**src/rtl/led_pkg.sv**
```systemverilog
// Shared types for the LED pattern generator: pattern modes, bounce direction
// and the per-mode seed value loaded on a mode change.
package led_pkg;

  typedef enum logic [1:0] {
    COUNT   = 2'd0,
    ROTATE  = 2'd1,
    BOUNCE  = 2'd2,
    BREATHE = 2'd3
  } mode_e;

  // LEFT also means "duty ramping up" while breathing.
  typedef enum logic {
    LEFT  = 1'b0,
    RIGHT = 1'b1
  } dir_e;

  // Starting LED value of each mode; callers narrow it to the LED width.
  function automatic logic [31:0] mode_seed(input mode_e m);
    return ((m == ROTATE) || (m == BOUNCE)) ? 32'd1 : 32'd0;
  endfunction

endpackage

```
**src/rtl/tick_gen.sv**
```systemverilog
// Step prescaler: counts 0..TICK_DIV-1 while enabled and emits a one-cycle
// registered strobe on wrap.
//   clk  - system clock, rising edge
//   rst  - synchronous active-low reset
//   en   - count enable; 0 holds the count and keeps tick low
//   clr  - synchronous clear of count and strobe (wins over en)
//   tick - registered one-cycle step strobe
module tick_gen #(
  parameter int unsigned TICK_DIV = 50_000_000
) (
  input  logic clk,
  input  logic rst,
  input  logic en,
  input  logic clr,
  output logic tick
);

  localparam int unsigned      CNT_W   = (TICK_DIV > 1) ? $clog2(TICK_DIV) : 1;
  localparam logic [CNT_W-1:0] CNT_TOP = CNT_W'(TICK_DIV - 1);

  logic [CNT_W-1:0] cnt_q, cnt_d;
  logic             tick_q, tick_d;

  // Next count and strobe.
  always_comb begin
    cnt_d  = cnt_q;
    tick_d = 1'b0;
    if (clr) begin
      cnt_d = '0;
    end else if (en) begin
      if (cnt_q == CNT_TOP) begin
        cnt_d  = '0;
        tick_d = 1'b1;
      end else begin
        cnt_d = cnt_q + CNT_W'(1);
      end
    end
  end

  always_ff @(posedge clk) begin
    if (!rst) begin
      cnt_q  <= '0;
      tick_q <= 1'b0;
    end else begin
      cnt_q  <= cnt_d;
      tick_q <= tick_d;
    end
  end

  assign tick = tick_q;

endmodule

```
**src/rtl/led_pattern_gen.sv**
```systemverilog
// LED pattern generator: COUNT, ROTATE, BOUNCE and BREATHE (PWM triangle)
// patterns advanced by a prescaled step strobe.
//   clk  - system clock, rising edge
//   rst  - synchronous active-low reset
//   en   - run enable; 0 freezes prescaler and pattern state
//   mode - pattern select (led_pkg::mode_e encoding)
//   led  - registered LED drive, N_LEDS wide
//   tick - registered one-cycle step strobe
module led_pattern_gen
  import led_pkg::*;
#(
  parameter int unsigned N_LEDS   = 8,
  parameter int unsigned TICK_DIV = 50_000_000,
  parameter int unsigned PWM_BITS = 4
) (
  input  logic              clk,
  input  logic              rst,
  input  logic              en,
  input  logic [1:0]        mode,
  output logic [N_LEDS-1:0] led,
  output logic              tick
);

  localparam logic [PWM_BITS-1:0] DUTY_MAX = '1;

  mode_e               mode_in_c;
  logic                mode_chg_c;
  logic                step_c;

  mode_e               mode_q, mode_d;
  dir_e                dir_q, dir_d;
  logic [N_LEDS-1:0]   led_q, led_d;
  logic [PWM_BITS-1:0] duty_q, duty_d;
  logic [PWM_BITS-1:0] pwm_q, pwm_d;

  assign mode_in_c  = mode_e'(mode);
  assign mode_chg_c = (mode_in_c != mode_q);
  // A pending tick is only consumed while enabled.
  assign step_c     = tick & en;

  // A mode change restarts the prescaler so the new pattern gets a full period.
  tick_gen #(
    .TICK_DIV (TICK_DIV)
  ) u_tick_gen (
    .clk  (clk),
    .rst  (rst),
    .en   (en),
    .clr  (mode_chg_c),
    .tick (tick)
  );

  // Next pattern state; a mode change overrides any coincident step.
  always_comb begin
    mode_d = mode_in_c;
    dir_d  = dir_q;
    led_d  = led_q;
    duty_d = duty_q;
    pwm_d  = pwm_q;
    if (en) begin
      pwm_d = pwm_q + PWM_BITS'(1);
    end
    if (mode_chg_c) begin
      led_d  = N_LEDS'(mode_seed(mode_in_c));
      dir_d  = LEFT;
      duty_d = '0;
      pwm_d  = '0;
    end else if (en) begin
      case (mode_q)
        COUNT: begin
          if (step_c) led_d = led_q + N_LEDS'(1);
        end
        ROTATE: begin
          if (step_c) led_d = {led_q[N_LEDS-2:0], led_q[N_LEDS-1]};
        end
        BOUNCE: begin
          if (step_c) begin
            // Turn around on the step that leaves an end, so ends never repeat.
            if (dir_q == LEFT) begin
              if (led_q[N_LEDS-1]) begin
                led_d = led_q >> 1;
                dir_d = RIGHT;
              end else begin
                led_d = led_q << 1;
              end
            end else begin
              if (led_q[0]) begin
                led_d = N_LEDS'(2);
                dir_d = LEFT;
              end else begin
                led_d = led_q >> 1;
              end
            end
          end
        end
        BREATHE: begin
          led_d = (pwm_q < duty_q) ? '1 : '0;
          if (step_c) begin
            // Triangle duty: dir LEFT ramps up, RIGHT ramps down.
            if (dir_q == LEFT) begin
              if (duty_q == DUTY_MAX) begin
                duty_d = duty_q - PWM_BITS'(1);
                dir_d  = RIGHT;
              end else begin
                duty_d = duty_q + PWM_BITS'(1);
              end
            end else begin
              if (duty_q == '0) begin
                duty_d = PWM_BITS'(1);
                dir_d  = LEFT;
              end else begin
                duty_d = duty_q - PWM_BITS'(1);
              end
            end
          end
        end
        default: ;
      endcase
    end
  end

  always_ff @(posedge clk) begin
    if (!rst) begin
      mode_q <= COUNT;
      dir_q  <= LEFT;
      led_q  <= '0;
      duty_q <= '0;
      pwm_q  <= '0;
    end else begin
      mode_q <= mode_d;
      dir_q  <= dir_d;
      led_q  <= led_d;
      duty_q <= duty_d;
      pwm_q  <= pwm_d;
    end
  end

  assign led = led_q;

endmodule

```
**config.mk**
```make
export PLATFORM = sky130hd
export DESIGN_NAME = led_pattern_gen
export DESIGN_NICKNAME = d
export VERILOG_FILES = /design/src/rtl/led_pkg.sv /design/src/rtl/tick_gen.sv /design/src/rtl/led_pattern_gen.sv
export SDC_FILE = /design/constraint.sdc
export NUM_CORES = 1
export LEC_CHECK = 0
export ABC_AREA = 1
export CORE_MARGIN = 2
export CORE_UTILIZATION = 33
export CTS_CLUSTER_SIZE = 20
export DETAILED_ROUTE_END_ITERATION = 10
export GPL_TIMING_DRIVEN = 0
export PLACE_DENSITY = 0.61
export SYNTH_ARGS = -nofsm -noshare
export SYNTH_HDL_FRONTEND = slang
export SYNTH_SLANG_ARGS = --single-unit
```
**constraint.sdc**
```tcl
create_clock -name clk -period 1.7 [get_ports clk]
set_clock_uncertainty 0.2 [all_clocks]
set_input_delay 0.17 -clock clk [delete_from_list [all_inputs] [get_ports clk]]
set_output_delay 0.17 -clock clk [all_outputs]
set_load 0.005 [all_outputs]
```
==> impl_metrics.env <==
export IMPL_outcome="finished, violations left"
export IMPL_violations="hold timing"
export IMPL_initial_core_util_pct=33.9
export IMPL_synth_flop_cell="dfxtp_1"
export IMPL_postRouteAntennaNets=0
export IMPL_hold_path_class="input pin to register"
export IMPL_setup_viol=0
export IMPL_leakagePower_nw=1.34
export IMPL_cp_start_kind="register"
export IMPL_multi_input_area_um2=2020
export IMPL_clkLatencyLatePin_ns=0.32
export IMPL_die_area_um2=9680
export IMPL_root_buffer="clkbuf_8"
export IMPL_reg2regPathDepth=7
export IMPL_timing_final_crit_share_pct=98.2
export IMPL_seqCellArea_um2=965
export IMPL_fin_nets=506
export IMPL_yosys_area_top_type="dfxtp_1"
export IMPL_maxCapViolations=0
export IMPL_rr_startpoint="mode_q[1]"
export IMPL_min_from="mode[1]"
export IMPL_syn_cell_area_um2=2940
export IMPL_htreeDepth=2
export IMPL_vias_per_cell=4.98
export IMPL_synth_nets=475
export IMPL_fillers=898
export IMPL_ir_drop_mv=0.333
export IMPL_ys_async_sr_fraction_pct=0
export IMPL_path_max_fanout=7
export IMPL_period_minus_slack_ns=1.67
export IMPL_cts_sinks=46
export IMPL_setup_tns_final_ns=0
export IMPL_grt_max_degree=17
export IMPL_drive_gt1_share_pct=23.6
export IMPL_worst_ep_required_time_ns=1.75
export IMPL_syn_inst=460
export IMPL_dr_first_iter_drc_count=97
export IMPL_worstPathArrival_ns=1.71
export IMPL_routabilityCongestion=0.886
export IMPL_core_um2=8680
export IMPL_slew_viol_final=0
export IMPL_max_slew_margin_rel_pct=72.9
export IMPL_finalHoldViolCount=1
export IMPL_grt_pass1_vias=2835
export IMPL_wl_met1_um=3600
export IMPL_min_to="mode_q[1]"
export IMPL_dp_hpwl_um=5320
export IMPL_dr_pass1_iters=4
export IMPL_area_delta_synth_final_pct=27.8
export IMPL_power_density_nw_per_um2=578
export IMPL_ios=14
export IMPL_ys_ff_latch=46
export IMPL_clk_pin_slew_ns=0.10
export IMPL_max_slew_worst_pin_slew_ns=0.406
export IMPL_synth_top_area_share_pct=31.3
export IMPL_synthTopCellsByArea="dfxtp_1, nand2_1, nor2_1, inv_1, nand3_1"
export IMPL_track_usage_pct=15.7
export IMPL_max_clock_path_buffers=2
export IMPL_cts_buffers_inserted=5
export IMPL_dieHeight_um=98.4
export IMPL_yosys_warnings=0
export IMPL_vias=2989
export IMPL_drcViolationCount=0
export IMPL_synth_edf_count=0
export IMPL_wl_met3_um=246
export IMPL_avgSynthCellArea_um2=6.39
export IMPL_fp_dieW_um=98.4
export IMPL_ys_seq_area_share_pct=31.3
export IMPL_num_antenna_cells=0
export IMPL_rsz0062_at_grt="yes"
export IMPL_min_delay_path_depth=3
export IMPL_antenna_found_initial=0
export IMPL_max_clock_freq_mhz=599
export IMPL_wl_um=7630
export IMPL_grt_pass1_wl_um=12800
export IMPL_avgRoutedWirePerCell_um=12.7
export IMPL_placement_rows=34
export IMPL_grt_ovfl_total=0
export IMPL_port_buffers=13
export IMPL_path_class="register to register"
export IMPL_routed_top_layer="met4"
export IMPL_endpoint_kind="register"
export IMPL_r2r_end="u_tick_gen.cnt_q[20]"
export IMPL_synth_distinct_cells=37
export IMPL_wl_met2_um=3720
export IMPL_reg2reg_slack_ns=0.03
export IMPL_holdWs_ns=-0.000283
export IMPL_cts_tree="yes"
-- metrics by stage --
step           area (um2)  setup WS (ns)  utilization, %  std cells  total power, mW
2_1_floorplan        2940         0.0610               -        460             1.22
3_3_place_gp         3200         -0.439            36.9        581             1.27
3_5_place_dp         3200         -0.486            36.9        581             1.27
5_1_grt              3760        -0.0723            43.3        600             2.26
6_report             3760         0.0306            43.3        600             2.17
4_1_cts              3450       0.000514            39.7        594             2.16
-- routing by layer --
layer	vias to the layer above	track usage [%]
met5	-	0
met4	0	4.43
met3	7	2.43
met2	42	26.5
met1	1393	20.9
li1	1547	-
-- layout by cell type (no fill, tap or decap), types with 5 or more instances in the layout --
master           instances
nand2_1                113
ha_1                     7
dfxtp_1                 23
buf_6                    5
nand3_1                 30
a21oi_1                 27
nand4_1                 10
nor2_4                  11
nor3_2                   5
clkbuf_8                 5
nand2_2                  6
nor3_1                   8
nor2_1                  42
xor2_1                  10
inv_1                   50
buf_4                    9
dfxtp_4                  6
dfxtp_2                 17
nor2_2                  10
clkdlybuf4s50_1         10
o21ai_0                 19
-- where the power goes --
group / internal, mW / switching (mW)
registers: 1.08 / 0.0122
logic: 0.0719 / 0.118
clock network: 0.449 / 0.445
-- cells by family after synthesis --
group           Yosys count  synth area share [%]
compound gates           65                  12.0
xor+xnor                 14                  4.43
fa+ha+maj                10                  4.26
buf+inv                  67                  9.11
flops                    46                  31.3
simple gates            258                  38.9
-- synthesized netlist by cell type (2+ instances only) --
| library cell | count |
|---|---|
| dfxtp_1 | 46 |
| clkbuf_1 | 3 |
| inv_2 | 4 |
| nand2_1 | 120 |
| nor2_1 | 56 |
| nor4_1 | 2 |
| or2_2 | 4 |
| xnor2_1 | 3 |
| buf_2 | 2 |
| o21ai_0 | 22 |
| clkbuf_2 | 2 |
| nand4_1 | 10 |
| a21oi_1 | 31 |
| nor3_1 | 13 |
| ha_1 | 10 |
| and2_1 | 2 |
| nor2_2 | 4 |
| o211ai_1 | 4 |
| nor2_4 | 3 |
| inv_1 | 53 |
| nand3_1 | 35 |
| xor2_1 | 10 |
| nand3b_1 | 4 |
| a31oi_1 | 4 |
-- repair_timing --
action,CTS,global route
hold buffers,0,0
endpoints found under the setup margin,37,42
pin swaps,6,16
buffers inserted,6,6
resized for setup,27,85
-- worst max-delay path by stage --
| stage | from | endpoint | slack, ns | cells past startpoint |
|---|---|---|---|---|
| floorplan | duty_q[2] | led[7] | 0.06 | 10 |
| global placement | rst | u_tick_gen.cnt_q[17] | -0.44 | 7 |
| detailed placement | rst | u_tick_gen.cnt_q[20] | -0.49 | 7 |
| CTS | led[7] | led[7] | 0.0005 | 1 |
| global route | mode_q[1] | u_tick_gen.cnt_q[18] | -0.07 | 6 |
| finish | mode_q[1] | u_tick_gen.cnt_q[20] | 0.03 | 7 |
-- state kept, by name (all words and copies together) (netlist names) --
register and cells:
dir_q 1, duty_q 4, led 8, mode_q 2
pwm_q 4, u_tick_gen.cnt_q 26, u_tick_gen.tick 1
-- critical path, stage by stage, from the launching register on --
cell and delay [ns]:
dfxtp_2 0.38, xnor2_2 0.30, nand2_4 0.12, nor2_4 0.21
nand2_4 0.13, inv_6 0.10, nand2_1 0.07, nor2_1 0.09
-- cell type report --
type,count,share of cell area (%)
Inverter,58,6.16
Sequential cell,46,25.7
Tap cell,108,3.60
Clock inverter,3,1.30
Timing Repair Buffer,25,6.26
Buffer,8,1.47
Multi-Input combinational cell,347,53.7
Clock buffer,5,1.83
Power figures use the tool's default switching activity.
